## src/rtl/soc_fpga_intf_dma_arb.sv

```systemverilog
// Multi-channel DMA request/acknowledge bridge: synchronised fabric requests, round-robin grant to the SoC DMA engine.
// Optional macro DMA_TIMEOUT_EN adds a SoC response timeout with sticky per-channel error flags.
module soc_fpga_intf_dma_arb #(
  parameter int NUM_CH         = 4,
  parameter int SYNC_STAGES    = 2,
  parameter int TIMEOUT_CYCLES = 256
) (
  input  logic              DMA_CLK,
  input  logic              DMA_RST_N,
  input  logic [NUM_CH-1:0] DMA_REQ,
  input  logic [NUM_CH-1:0] DMA_CH_EN,
  output logic [NUM_CH-1:0] DMA_ACK,
  output logic [NUM_CH-1:0] SOC_DMA_REQ,
  input  logic              SOC_DMA_DONE,
  output logic              DMA_BUSY,
  output logic [NUM_CH-1:0] DMA_ERR,
  input  logic [NUM_CH-1:0] DMA_ERR_CLR
);

  localparam int CH_W = (NUM_CH > 1) ? $clog2(NUM_CH) : 1;

  typedef enum logic [1:0] {IDLE, ISSUE, ACK} state_t;

  state_t            state_reg, state_next;
  logic [NUM_CH-1:0] req_s;
  logic [NUM_CH-1:0] eligible;
  logic              grant_found;
  logic [CH_W-1:0]   grant_idx;
  logic [CH_W-1:0]   scan_idx;
  logic [CH_W-1:0]   ch_reg, ch_next;
  logic [CH_W-1:0]   ptr_reg, ptr_next;
  logic [NUM_CH-1:0] soc_req_reg, soc_req_next;
  logic [NUM_CH-1:0] ack_reg, ack_next;
  logic              busy_reg, busy_next;
  logic [NUM_CH-1:0] err_set;
  logic [NUM_CH-1:0] grant_oh, ch_oh;
  logic              timeout_hit;

  generate
    if (SYNC_STAGES == 0) begin : g_nosync
      assign req_s = DMA_REQ;
    end else begin : g_sync
      logic [NUM_CH-1:0] sync_reg [SYNC_STAGES];
      always_ff @(posedge DMA_CLK or negedge DMA_RST_N) begin
        if (!DMA_RST_N) begin
          for (int i = 0; i < SYNC_STAGES; i++) sync_reg[i] <= '0;
        end else begin
          sync_reg[0] <= DMA_REQ;
          for (int i = 1; i < SYNC_STAGES; i++) sync_reg[i] <= sync_reg[i-1];
        end
      end
      assign req_s = sync_reg[SYNC_STAGES-1];
    end
  endgenerate

  for (genvar gi = 0; gi < NUM_CH; gi++) begin : g_elig
    assign eligible[gi] = req_s[gi] & DMA_CH_EN[gi];
  end

  // Round-robin scan: first eligible channel at or after the pointer, wrapping.
  always_comb begin
    grant_found = 1'b0;
    grant_idx   = '0;
    scan_idx    = '0;
    for (int i = 0; i < NUM_CH; i++) begin
      scan_idx = CH_W'((int'(ptr_reg) + i) % NUM_CH);
      if (!grant_found && eligible[scan_idx]) begin
        grant_found = 1'b1;
        grant_idx   = scan_idx;
      end
    end
  end

  assign grant_oh = NUM_CH'(1) << grant_idx;
  assign ch_oh    = NUM_CH'(1) << ch_reg;

`ifdef DMA_TIMEOUT_EN
  localparam int CNT_W = $clog2(TIMEOUT_CYCLES);
  logic [CNT_W-1:0]  cnt_reg;
  logic [NUM_CH-1:0] err_reg;

  always_ff @(posedge DMA_CLK or negedge DMA_RST_N) begin
    if (!DMA_RST_N)            cnt_reg <= '0;
    else if (state_reg == ISSUE) cnt_reg <= cnt_reg + 1'b1;
    else                       cnt_reg <= '0;
  end

  assign timeout_hit = (state_reg == ISSUE) && (cnt_reg == CNT_W'(TIMEOUT_CYCLES - 1));

  // A set on the same edge as a clear wins.
  always_ff @(posedge DMA_CLK or negedge DMA_RST_N) begin
    if (!DMA_RST_N) err_reg <= '0;
    else            err_reg <= (err_reg & ~DMA_ERR_CLR) | err_set;
  end

  assign DMA_ERR = err_reg;
`else
  localparam logic [31:0] TIMEOUT_VEC = TIMEOUT_CYCLES;
  logic unused_cfg;
  assign unused_cfg  = ^{DMA_ERR_CLR, err_set, TIMEOUT_VEC[0]};
  assign timeout_hit = 1'b0;
  assign DMA_ERR     = '0;
`endif

  always_ff @(posedge DMA_CLK or negedge DMA_RST_N) begin
    if (!DMA_RST_N) state_reg <= IDLE;
    else            state_reg <= state_next;
  end

  always_comb begin
    state_next = state_reg;
    case (state_reg)
      IDLE:    if (grant_found) state_next = ISSUE;
      ISSUE:   if (SOC_DMA_DONE || timeout_hit) state_next = ACK;
      ACK:     if (!req_s[ch_reg]) state_next = IDLE;
      default: state_next = IDLE;
    endcase
  end

  always_comb begin
    soc_req_next = soc_req_reg;
    ack_next     = ack_reg;
    busy_next    = busy_reg;
    ch_next      = ch_reg;
    ptr_next     = ptr_reg;
    err_set      = '0;
    case (state_reg)
      IDLE: begin
        if (grant_found) begin
          soc_req_next = grant_oh;
          busy_next    = 1'b1;
          ch_next      = grant_idx;
          ptr_next     = (grant_idx == CH_W'(NUM_CH - 1)) ? '0 : grant_idx + 1'b1;
        end
      end
      ISSUE: begin
        // Done sampled on the timeout edge takes priority, so no error is raised.
        if (SOC_DMA_DONE || timeout_hit) begin
          soc_req_next = '0;
          ack_next     = ch_oh;
          if (!SOC_DMA_DONE) err_set = ch_oh;
        end
      end
      ACK: begin
        if (!req_s[ch_reg]) begin
          ack_next  = '0;
          busy_next = 1'b0;
        end
      end
      default: begin
        soc_req_next = '0;
        ack_next     = '0;
        busy_next    = 1'b0;
      end
    endcase
  end

  always_ff @(posedge DMA_CLK or negedge DMA_RST_N) begin
    if (!DMA_RST_N) begin
      soc_req_reg <= '0;
      ack_reg     <= '0;
      busy_reg    <= 1'b0;
      ch_reg      <= '0;
      ptr_reg     <= '0;
    end else begin
      soc_req_reg <= soc_req_next;
      ack_reg     <= ack_next;
      busy_reg    <= busy_next;
      ch_reg      <= ch_next;
      ptr_reg     <= ptr_next;
    end
  end

  assign SOC_DMA_REQ = soc_req_reg;
  assign DMA_ACK     = ack_reg;
  assign DMA_BUSY    = busy_reg;

endmodule

```

## config.mk

```make
export PLATFORM = sky130hd
export DESIGN_NAME = soc_fpga_intf_dma_arb
export DESIGN_NICKNAME = d
export VERILOG_FILES = /design/src/rtl/soc_fpga_intf_dma_arb.sv
export SDC_FILE = /design/constraint.sdc
export NUM_CORES = 1
export LEC_CHECK = 0
export CAP_MARGIN = 10
export CELL_PAD_IN_SITES_DETAIL_PLACEMENT = 1
export CELL_PAD_IN_SITES_GLOBAL_PLACEMENT = 1
export CORE_MARGIN = 1.5
export CORE_UTILIZATION = 37
export CTS_BUF_LIST = sky130_fd_sc_hd__clkbuf_16
export DETAILED_ROUTE_END_ITERATION = 16
export PLACE_DENSITY_LB_ADDON = 0.12
export SYNTH_ARGS = -nofsm -noshare
export SYNTH_HDL_FRONTEND = slang
export SYNTH_SLANG_ARGS = --single-unit
```

## constraint.sdc

```tcl
create_clock -name DMA_CLK -period 1.9 [get_ports DMA_CLK]
set_input_delay 0.57 -clock DMA_CLK [delete_from_list [all_inputs] [get_ports DMA_CLK]]
set_output_delay 0.57 -clock DMA_CLK [all_outputs]
set_load 0.01 [all_outputs]
```

==> metrics <==
drt wl/cell=between 15 and 20 um; kind of critical path=input port to flop; final hold violations=0; number of hold buffers added after cts=0; switching share of power=36.18%; Synth Register Bits=23; Num CTS Buffers=3; die extent in y=slightly below 60 um; Detail Route Antenna Nets=0; largest net degree at the start of global routing=24; P_sw=approximately 0.0008 W; post-place setup slack=-0.3775 ns; fin crit period=1.808 ns; register area=575.6 um^2; Fmax achieved=about 550 MHz; worst setup path start=DMA_CH_EN[1]; Placed Instances=roughly 160; Synth Instances=around 110; critical path startpoint category=input port; Seq pwr share=39.0%; ANT cells=0; EDFF count, synth=0; largest family of logic cells by synthesized area=simple AND/OR/NAND/NOR gates; GRT Residual Overflow=0; H-tree depth=1; DRC Markers=0; hold endpoint=req_s[0]; Worst Skew=0.003596 ns; Req. time, crit path=2.04 ns; DR vias=roughly 880; register area share after synthesis=49.73%; worst setup margin=~0.092 ns; Synth Area in Compound Gates=17.30%; number of global-route vias before repair=962; P per Cell Area=~1400 nW/um^2; Vias/cell=5.220; final std cells w/o fill=168; worst-case clock buffer depth=2; Total Wirelength=roughly 2500 um; Comb power frac=between 30% and 40%; Synth warnings=0; commonest non-fill, non-tap cell in the layout=dfrtp_1; area of the multi-input gates=563.0 um^2; clock root buffer=clkbuf_16; R2R cell count=7; layout cells sized above 1=31.11%; CP Data Arrival Time=1.95 ns; Synth cell types=34; antenna violations before repair=0; worst skew pair latency=around 0.26 ns; Synth Area in XOR/XNOR=0%; status=completed; CTS clk-pin slew, worst paths=0.06 ns; hold depth=0; final core occ=51.38%; Leak=0.6830 nW; RSZ-0062 raised after global routing=no; mux contribution to synthesized area=3.243%; Initial Util=~39%; boundary pin count=28; die area=3473 um^2; Max-Cap Viols=0; most frequent cells in the layout=dfrtp_1, clkdlybuf4s50_1, nand2_1, buf_4, nand2_2; Mapped Area=approximately 1200 um^2; Post-synth ARST share=100.0%; share of power burned in the clock network=21.5%; Area Overhead vs Synth=33.30%; CTS Sinks=23; Total Routing Usage GR=between 15 and 20%; first-pass GRT wire length=4360 um; number of cell rows=20; Post-Synth Adder-Cell Area=4.324%; Slew HR=59.13%; Synth Flop Type=dfrtp_1; average cell area after synthesis=11.02 um^2; DRT iter0 DRCs=20; core area=3003 um^2; min-delay src=g_sync.sync_reg[4]; DPL Wire Length=1837 um; crit-path max FO=4; FILL cells=346; global placement routability congestion=~0.76; Peak VDD IR=0.7160 mV; FF-to-FF Start=ptr_reg[0]; port buffer count=19; Slew Viols, Final=0; worst slew pin tran=roughly 0.6 ns; Die X=58.93 um; CTS tree=yes; final setup violating endpoints=0; r2r setup slk=roughly 0.28 ns; simple-gate share of the synthesized area=20.11%; Int Pwr=0.001375 W; RR Endpoint=ptr_reg[1]; hold crit path type=flop to flop; drt first pass iters=4; final net count=approximately 160; crit share post-route=95.17%; Worst setup EP type=flop
## critical path, stage by stage
cell and delay, ns:
clkdlybuf4s50_1 0.41, nand2_2 0.08, buf_6 0.12, o21ai_0 0.12, a21oi_2 0.25, inv_1 0.10, ha_1 0.19, nand2_1 0.06
nand2_1 0.06
## synth_stat cells, drive strengths merged, types with 2 or more instances
cell type | instances | share of area (%)
a21oi | 7 | 3.0
and2 | 2 | 1.3
buf | 6 | 4.0
dfrtp | 23 | 50
ha | 4 | 4.3
inv | 2 | 0.65
nand2 | 23 | 9.0
nand3 | 6 | 2.6
nor2 | 4 | 1.3
nor3 | 2 | 0.86
nor3b | 2 | 1.3
o21ai | 8 | 5.4
## power by group through the flow
stage	sequential (W)	clock (W)	combinational [W]
6_report	0.000841	0.000464	0.000850
5_1_grt	0.000874	0.000502	0.000938
4_1_cts	0.000846	0.000477	0.000864
3_5_place_dp	0.000842	0	0.000827
3_3_place_gp	0.000831	0	0.000806
2_1_floorplan	0.000784	0	0.000566
## metrics by stage
step                      hold slack, ns  power [W]  cell area [um^2]  TNS [ns]
after detailed placement          0.3370   0.001669              1425    -2.502
after global routing              0.3723   0.002315              1543         0
after global placement            0.3336   0.001636              1425    -2.000
final                             0.3515   0.002155              1543         0
after floorplan                   0.2744   0.001349              1169         0
after CTS                         0.3537   0.002186              1536         0
## kinds of logic after synthesis
family                     Yosys count
AOI/OAI and AO/OA                   23
adders and majority gates            4
buffers and inverters                9
DFF                                 23
muxes                                2
other                                1
and+or+nand+nor                     43
## cell type report
cell class / count / share of cell area (%)
Sequential cell: 23 / 37.31
Tap cell: 33 / 2.676
Inverter: 2 / 0.4866
Clock inverter: 1 / 0.4866
Clock buffer: 3 / 4.866
Timing Repair Buffer: 30 / 17.68
Multi-Input combinational cell: 76 / 36.50
## layer usage
| metal | up-vias | GRT usage (%) | wire [um] |
|---|---|---|---|
| met2 | 17 | 29.37 | 1355 |
| met3 | 3 | 2.637 | 63 |
| met4 | 0 | 5.195 | 26 |
| met5 | - | 0 | 0 |
| met1 | 445 | 21.05 | 1086 |
| li1 | 412 | - | - |
## worst max path at each step
stage | to
after global routing | SOC_DMA_REQ[0]
final | SOC_DMA_REQ[0]
after CTS | ptr_reg[1]
after global placement | ptr_reg[1]
after detailed placement | ptr_reg[1]
after floorplan | ptr_reg[1]
## what timing repair did
item | in CTS | in global routing
setup endpoints to repair | 7 | 3
gates resized for setup | 8 | 2
pin swaps | 2 | 2
setup buffers | 1 | 0
Power figures use the tool's default switching activity.
